--- config.mk ---
export PLATFORM = sky130hd
export DESIGN_NAME = sca_group_ctrl
export DESIGN_NICKNAME = d
export VERILOG_FILES = /design/src/rtl/sca_group_ctrl.sv
export SDC_FILE = /design/constraint.sdc
export NUM_CORES = 1
export LEC_CHECK = 0
export CORE_ASPECT_RATIO = 1.1
export CORE_UTILIZATION = 37
export CTS_CLUSTER_DIAMETER = 150
export DETAILED_ROUTE_END_ITERATION = 10
export DONT_BUFFER_PORTS = 1
export GPL_ROUTABILITY_DRIVEN = 0
export SLEW_MARGIN = 15
export SYNTH_ARGS = -nofsm -noshare
export SYNTH_HDL_FRONTEND = slang
export SYNTH_SLANG_ARGS = --single-unit
--- constraint.sdc ---
create_clock -name clk -period 6.4 [get_ports clk]
set_input_delay 1.6 -clock clk [delete_from_list [all_inputs] [get_ports clk]]
set_output_delay 1.6 -clock clk [all_outputs]
set_load 0.02 [all_outputs]
--- src/rtl/sca_group_ctrl.sv ---
// Group-wise sample-enable controller for N_BANKS fast SCA banks plus a slow bank.
// Captures per-bank stop counters on triggers and reads them out serially, LSB first.
module sca_group_ctrl #(
   parameter int unsigned N_BANKS = 4,
   parameter int unsigned CNT_W   = 8,
   parameter int unsigned TRIG_W  = 8
) (
   input  logic                clk,
   input  logic                rst,
   input  logic                clear,
   input  logic                start,
   input  logic                stop,
   input  logic                trigger,
   input  logic [1:0]          smode,
   input  logic                slow_en,
   input  logic                readout_req,
   input  logic                read_shift,
   output logic [N_BANKS-1:0]  bank_en,
   output logic                slow_sample,
   output logic [1:0]          state,
   output logic [TRIG_W-1:0]   trig_count,
   output logic                all_full,
   output logic                sout,
   output logic                readout_done
);
   localparam int unsigned SR_W = TRIG_W + N_BANKS*CNT_W;
   localparam int unsigned GW   = $clog2(N_BANKS);
   localparam int unsigned LW   = $clog2(GW+1);
   localparam int unsigned SW   = $clog2(SR_W+1);

   typedef enum logic [1:0] {
      INIT     = 2'd0,
      STOPPED  = 2'd1,
      SAMPLING = 2'd2,
      READOUT  = 2'd3
   } state_t;

   state_t                         st, st_n;
   logic [CNT_W-1:0]               cnt, cnt_n;
   logic [TRIG_W-1:0]              trig_n;
   logic [N_BANKS-1:0][CNT_W-1:0]  stop_cnt, stop_cnt_n;
   logic [N_BANKS-1:0]             full, full_n, bank_en_n, grp;
   logic [GW-1:0]                  g, g_n, last_g;
   logic [LW-1:0]                  glog, glog_n;
   logic                           slow_lat, slow_lat_n, slow_n, all_full_n, done_n;
   logic [SR_W-1:0]                sr, sr_n;
   logic [SW-1:0]                  scnt, scnt_n;

   assign state = st;
   assign sout  = sr[0];

   // Bank i belongs to group gi when its index divided by the group size equals gi.
   function automatic logic [N_BANKS-1:0] grp_mask(input logic [GW-1:0] gi, input logic [LW-1:0] gl);
      logic [N_BANKS-1:0] m;
      m = '0;
      for (int unsigned i = 0; i < N_BANKS; i++) m[i] = ((GW'(i) >> gl) == gi);
      return m;
   endfunction

   assign last_g = GW'((N_BANKS >> glog) - 32'd1);

   always_comb begin
      st_n       = st;
      cnt_n      = cnt;
      trig_n     = trig_count;
      stop_cnt_n = stop_cnt;
      full_n     = full;
      g_n        = g;
      glog_n     = glog;
      slow_lat_n = slow_lat;
      all_full_n = all_full;
      sr_n       = sr;
      scnt_n     = scnt;
      done_n     = 1'b0;
      grp        = grp_mask(g, glog);
      if (clear) begin
         st_n       = INIT;
         cnt_n      = '0;
         trig_n     = '0;
         stop_cnt_n = '0;
         full_n     = '0;
         g_n        = '0;
         glog_n     = '0;
         slow_lat_n = 1'b0;
         all_full_n = 1'b0;
         sr_n       = '0;
         scnt_n     = '0;
      end else begin
         case (st)
            INIT: begin
               if (start) begin
                  st_n       = SAMPLING;
                  g_n        = '0;
                  slow_lat_n = slow_en;
                  case (smode)
                     2'b11:   glog_n = LW'(GW);
                     2'b10:   glog_n = LW'(1);
                     default: glog_n = '0;
                  endcase
               end
            end
            SAMPLING: begin
               // Trigger is handled before stop so a coincident pair still closes the group.
               if (trigger) begin
                  for (int unsigned i = 0; i < N_BANKS; i++)
                     if (grp[i]) stop_cnt_n[i] = cnt;
                  full_n[g] = 1'b1;
                  if (trig_count != '1) trig_n = trig_count + 1'b1;
                  if (g == last_g) begin
                     all_full_n = 1'b1;
                     st_n       = STOPPED;
                  end else begin
                     g_n = g + 1'b1;
                  end
               end
               if (stop) st_n = STOPPED;
               if (st_n == SAMPLING) cnt_n = cnt + 1'b1;
            end
            STOPPED: begin
               if (readout_req) begin
                  st_n   = READOUT;
                  sr_n   = {stop_cnt, trig_count};
                  scnt_n = '0;
               end else if (start && !all_full) begin
                  st_n = SAMPLING;
               end
            end
            READOUT: begin
               if (read_shift) begin
                  sr_n   = sr >> 1;
                  scnt_n = scnt + 1'b1;
                  if (scnt == SW'(SR_W-1)) begin
                     st_n   = STOPPED;
                     done_n = 1'b1;
                  end
               end
            end
            default: st_n = INIT;
         endcase
      end
      bank_en_n = (st_n == SAMPLING) ? grp_mask(g_n, glog_n) : '0;
      slow_n    = (st_n == SAMPLING) && slow_lat_n;
   end

   always_ff @(posedge clk or posedge rst) begin
      if (rst) begin
         st           <= INIT;
         cnt          <= '0;
         trig_count   <= '0;
         stop_cnt     <= '0;
         full         <= '0;
         g            <= '0;
         glog         <= '0;
         slow_lat     <= 1'b0;
         all_full     <= 1'b0;
         sr           <= '0;
         scnt         <= '0;
         readout_done <= 1'b0;
         bank_en      <= '0;
         slow_sample  <= 1'b0;
      end else begin
         st           <= st_n;
         cnt          <= cnt_n;
         trig_count   <= trig_n;
         stop_cnt     <= stop_cnt_n;
         full         <= full_n;
         g            <= g_n;
         glog         <= glog_n;
         slow_lat     <= slow_lat_n;
         all_full     <= all_full_n;
         sr           <= sr_n;
         scnt         <= scnt_n;
         readout_done <= done_n;
         bank_en      <= bank_en_n;
         slow_sample  <= slow_n;
      end
   end
endmodule

Word-level counts from Yosys, hierarchy flattened
Cells that the tools add are included.
- equal/unequal tests: 20
- add/subtract/negate cells: 5
- muxes and demuxes: 55
- shift operators: 9
- reduce and logical (&&, ||, !) cells: 22
- operator list (operator ; count):
    $mux 40 ; 3
    $mux 32 ; 3
    $mux 8 ; 11
    $pmux 40 s2 ; 1
    $mux 2 ; 18
    $reduce_and 3->1 ; 7
    $eq 2x2->1 ; 9
    $mux 6 ; 3
    $reduce_bool 2->1 ; 9
    $add 8x1->8 const B ; 2
    $eq 2x2->1 const B ; 6
    $pmux 6 s2 ; 1
    $mux 1 ; 11
    $ne 8x8->1 const B ; 1
    $pmux 2 s2 ; 2
    $pmux 2 s4 ; 1
    $shr 1x2->2 const A ; 4
    $shr 2x2->2 const A ; 4
    $add 6x1->6 const B ; 1
    $eq 6x6->1 const B ; 1
    $ne 3x3->1 const B ; 2
    $mux 4 ; 1
    $reduce_bool 3->1 ; 1
    $shr 3x2->2 const A ; 1
    other kinds (7) ; 8
- input bits: 11
- output and inout bits: 18
- flip-flop bits (word level): 108
- logic and storage cells: 127

Longest topological paths before layout
- depth after elaboration: 12
- mapped depth: 8
- mapped depth without buffers: 7

Worst setup path after synthesis
Ideal clock, no wire load.
- kind: input port to flip-flop
- start point: input stop
- end point: register cnt[6]
- stages: 5
- setup slack: 3.491 ns
- path buffers: 1
- arrival time: 2.784 ns
- required time: 6.275 ns
- cells stage by stage: or2_0 a311o_1 buf_6 nor3_1 mux2_2
- longest elaborated chain between the ends: 6
- ends and longest elaborated chain (item ; RTL line ; RTL):
    from (decl) ; 12 ; input logic stop,
    $mux 2 ; 116 ; if (stop) st_n = STOPPED;
    $mux 2 ; 89 ; case (st)
    $mux 2 ; 76 ; if (clear) begin
    $eq 2x2->1 ; 117 ; if (st_n == SAMPLING) cnt_n = cnt + 1'b1;
    $reduce_bool 2->1 (no source line) ; n/a ;
    $reduce_and 2->1 (no source line) ; n/a ;
    to (signal assigned) ; 163 ; cnt <= cnt_n;
    to (decl) ; 39 ; logic [CNT_W-1:0] cnt, cnt_n;
Every way passes these cells. The select of a mux whose other input is x is not followed.
A chain may end at the register's enable or synchronous reset.

Worst setup path after layout
- start point: input read_shift
- end point: register scnt[4]
- longest elaborated chain between the ends: 2
- ends and longest elaborated chain (item ; RTL line ; RTL):
    from (decl) ; 17 ; input logic read_shift,
    $ne 3x3->1 (no source line) ; n/a ;
    $reduce_and 3->1 (no source line) ; n/a ;
    to (signal assigned) ; 172 ; scnt <= scnt_n;
    to (decl) ; 47 ; logic [SW-1:0] scnt, scnt_n;
Every way passes these cells.

==> run summary <==
The run finished with clean final reports. The number of I/O pins came out at 29. The final non-filler cell total is 653. The maximum clock skew at final layout came out at 6.75 ps.

The final number of max-transition violations was 0. The sequential cell area in the final layout came out at 0.00270 sq mm. The largest fanout on the critical path came out at 58. Max-cap violations in this run came to 0. The die outline height came out at 126 microns. Hold timing on the final database bottoms out at a slack of 476 ps. The remaining design rule violation count came out at 0. The global-route usage over all layers came out at 15.8%. CTS placed an instance of sky130_fd_sc_hd__clkbuf_16 at the clock tree root. Once the floorplan was initialized, standard cells occupied 38.6% of the core.

The longest individual stage delay on the worst path came out at 640 ps. The synthesized design devotes to its leading area cell type 52.2% of total area. The proportion of layout cells with a drive suffix above 1 came out at 12.2%. Clock-pin slew was measured on the worst setup and hold paths at 70 ps. The switching power share of the total came out at 25.7%. The number of warnings reported in the yosys synthesis log is 0.

The pin count of the biggest net entering global routing came out at 90. Setup repair after global routing left no endpoint under its margin. Counting the buffers created by CTS gives 9. The final-report hold violation count was 0. The overall die area came out at 0.0145 sq mm. The first-pass iteration count of the detailed router came out at 4.

The synthesis-to-layout area growth came out at 7.63%. Summing over every cut layer, the via total after detailed routing is 3431. Headroom to the max-slew limit came out at 44.7%. The smallest clock period supported by the final layout is computed as 3250 ps. The clock latency on the worst-skew pair is 350 ps. The final setup violation count is 0. The number of sinks handled by clock tree synthesis is 108. The proportion of synthesized chip area in sequential cells is 52.2%.

The synthesized area is 0.00518 sq mm. The number of global-route vias before repair was 3459. The total internal power is 0.000988 W. The data arrival at the endpoint of the critical path is 3490 ps. The average vias per placed instance is 5.25. Leaving out fill and tap cells, the most frequent cell in the layout is sky130_fd_sc_hd__dfrtp_1. In this run, post-CTS repair resized a total of 0 instances. The period utilization is 50.8%.

After legalization and detailed placement, the total HPWL measured 6710 microns. The primary flip-flop cell chosen by synthesis mapping is sky130_fd_sc_hd__dfrtp_1. The number of antenna diodes in the final layout is 0. TritonCTS built the clock tree. The data required time of the worst path came out at 6640 ps. The maximum achievable frequency came out at 307 MHz. STA classifies the critical path startpoint as an input port. Dividing the detail-routed wire length by the instance count gives 16.0 microns.

The nature of the critical path endpoint is a register. Walking the worst path, the cells encountered are mux2_2 -> a21oi_4 -> buf_4 -> nor3b_1 -> xnor2_1 -> nor2_1. After the first detailed-routing iteration, the DRC count stood at 140. After synthesis, the mean cell area works out to 10.8 sq um.

The floorplan step set the die width to 115 microns. Buffers placed on the I/O ports in this run total 0. Across the VDD grid, the largest voltage drop is 0.159 mV. The total overflow left after global routing is 0. The area of the multi-input gates is 0.00231 sq mm.

The net count after synthesis came out at 497. The number of standard-cell rows in the floorplan is 44. The count of nets after finishing is 482.

The initial antenna violation count is 0. Synthesis inferred 108 register bits. For this block, the routed nets add up to 10400 microns of wire. The analysis attributes to net switching a power of 0.000341 W. The cell count after placement is 637. The total of hold buffers inserted after clock tree synthesis came out at 0.

The leakage power of the design came out at 2.68 nW. The library cells used most frequently in the layout, excluding fill and tap cells, are 108 x sky130_fd_sc_hd__dfrtp_1, 70 x sky130_fd_sc_hd__nand2_1, 42 x sky130_fd_sc_hd__mux2i_1. The filler cells instantiated in the layout total 1344. The H-tree depth reported by CTS came out at 3.

The clock network fraction of design power came out at 39.4%. The share of power burned in registers came out at 53.5%. The number of antenna-violating nets in the routed design is 0. The share of total power in combinational logic is 7.1%. The largest total area in the synthesized netlist belongs to sky130_fd_sc_hd__dfrtp_1. The slack of the critical path came out at 3150 ps.

The first-pass GRT wire length came out at 18000 microns. Before CTS, the worst setup slack after placement is 2740 ps. In the synthesized netlist the async set-or-reset flop fraction comes to 100%. The transition time at the pin with the least slew margin is 829 ps. The count of flip-flops with a built-in enable after synthesis came out at 0.

The number of buffers added for setup after CTS came out at 0. The tightest min-delay check is of the reg -> reg type. The clock tree buffer depth came out at 2. In the post-synthesis netlist, the biggest area contributors are sky130_fd_sc_hd__dfrtp_1 52%, sky130_fd_sc_hd__mux2i_1 8.1%, sky130_fd_sc_hd__mux2_2 5.9%.

The cell count after synthesis came out at 479. In this run the standard cell core region covers 0.0134 sq mm. The slowest stage of the critical path is the sky130_fd_sc_hd__a21oi_4 cell. The number of distinct library cells after synthesis is 44. The final sum of negative setup slack came out at 0 ps. In this run the power density over the cells is 238 mW/mm^2. The setup path with the least slack is of type in -> reg.
-- cells in the mapped netlist, types with 2 or more instances --
| cell | count |
|---|---|
| sky130_fd_sc_hd__nor4_1 | 2 |
| sky130_fd_sc_hd__o21ai_0 | 11 |
| sky130_fd_sc_hd__and3b_1 | 2 |
| sky130_fd_sc_hd__mux2i_1 | 42 |
| sky130_fd_sc_hd__nand3b_1 | 3 |
| sky130_fd_sc_hd__nand4_1 | 2 |
| sky130_fd_sc_hd__nand2b_1 | 3 |
| sky130_fd_sc_hd__xor2_1 | 11 |
| sky130_fd_sc_hd__buf_2 | 12 |
| sky130_fd_sc_hd__mux2_2 | 27 |
| sky130_fd_sc_hd__buf_6 | 3 |
| sky130_fd_sc_hd__a21oi_1 | 16 |
| sky130_fd_sc_hd__inv_1 | 7 |
| sky130_fd_sc_hd__dfrtp_1 | 108 |
| sky130_fd_sc_hd__nor3_1 | 9 |
| sky130_fd_sc_hd__o21ai_1 | 2 |
| sky130_fd_sc_hd__clkbuf_1 | 13 |
| sky130_fd_sc_hd__nand3_1 | 10 |
| sky130_fd_sc_hd__o31ai_1 | 39 |
| sky130_fd_sc_hd__a21oi_2 | 3 |
| sky130_fd_sc_hd__or4_1 | 2 |
| sky130_fd_sc_hd__and2_1 | 3 |
| sky130_fd_sc_hd__or3_1 | 2 |
| sky130_fd_sc_hd__a31oi_1 | 3 |
| sky130_fd_sc_hd__nand2_1 | 71 |
| sky130_fd_sc_hd__xnor2_1 | 11 |
| sky130_fd_sc_hd__nor2b_1 | 11 |
| sky130_fd_sc_hd__ha_1 | 7 |
| sky130_fd_sc_hd__nor2_1 | 29 |
-- power groups by stage --
| stage | Combinational, W | Clock, W | Sequential (W) |
|---|---|---|---|
| after floorplan | 0.0000907 | 0 | 0.000717 |
| after global placement | 0.0000940 | 0 | 0.000725 |
| after detailed placement | 0.0000968 | 0 | 0.000724 |
| after CTS | 0.0000969 | 0.000539 | 0.000711 |
| after global routing | 0.000107 | 0.000562 | 0.000713 |
| final | 0.0000945 | 0.000523 | 0.000711 |
-- stage by stage --
| stage | utilization (%) | total power, W | area (sq um) |
|---|---|---|---|
| CTS | 41.5 | 0.00135 | 5570 |
| finish | 41.5 | 0.00133 | 5570 |
| floorplan | - | 0.000808 | 5180 |
| global placement | 39.4 | 0.000819 | 5300 |
| detailed placement | 39.4 | 0.000821 | 5300 |
| global route | 41.5 | 0.00138 | 5570 |
-- registers in the layout (all words and copies together) (netlist names), 2 cells and up --
| signal | flops |
|---|---|
| trig_count | 8 |
| cnt | 8 |
| g | 2 |
| state | 2 |
| sr | 40 |
| bank_en | 4 |
| glog | 2 |
| stop_cnt | 32 |
| scnt | 6 |
-- path summary, 6_finish.rpt --
kind                               startpoint                  end  slack [ps]  cells after the start
setup / recovery                   read_shift  scnt[4]$_DFFE_PP0P_        3150                      6
hold / removal             sr[29]$_DFFE_PP0P_   sr[29]$_DFFE_PP0P_         480                      2
setup reg to reg           state[1]$_DFF_PP0_  scnt[4]$_DFFE_PP0P_        3420                      6
hold reg to reg            sr[29]$_DFFE_PP0P_   sr[29]$_DFFE_PP0P_         480                      2
max in group asynchronous                 rst   sr[29]$_DFFE_PP0P_        4010                      2
min in group asynchronous                 rst    sr[3]$_DFFE_PP0P_        1160                      1
-- worst max-delay path, delay by kind of cell --
family                    cells  cell delay, ps
AOI/OAI and AO/OA             1             640
xor gates and xnor gates      1             170
buffers and inverters         1             600
muxes                         1             270
and+or+nand+nor               2             200
-- cell type report --
class	count	share of cell area (%)
clock inverters	7	0.920
flip-flops and latches	108	48.5
multi-input cells	335	41.5
inverters	7	0.516
well taps	184	4.13
repair buffers	3	0.404
clock buffers	9	4.04
-- cell families (layout without fill, tap and decap cells) --
logic type | count (synthesis) | after routing | share of synthesized area (%)
flip-flops | 108 | 108 | 52.2
AO/OA/AOI/OAI | 82 | 82 | 11.0
AND/OR/NAND/NOR | 154 | 154 | 13.7
XOR/XNOR | 23 | 23 | 4.03
adder cells (fa/ha/maj) | 7 | 7 | 1.69
multiplexers | 69 | 69 | 14.0
buffers and inverters | 36 | 26 | 3.33
-- per-layer routing --
metal | vias up | share of wire, % | GRT usage (%)
met5 | - | 0 | 0
met4 | 0 | 1.9 | 6.04
met3 | 14 | 4.4 | 3.03
met2 | 62 | 47 | 25.4
met1 | 1705 | 46 | 20.9
li1 | 1650 | - | -
Note: power is estimated with default switching activity, not from simulation.
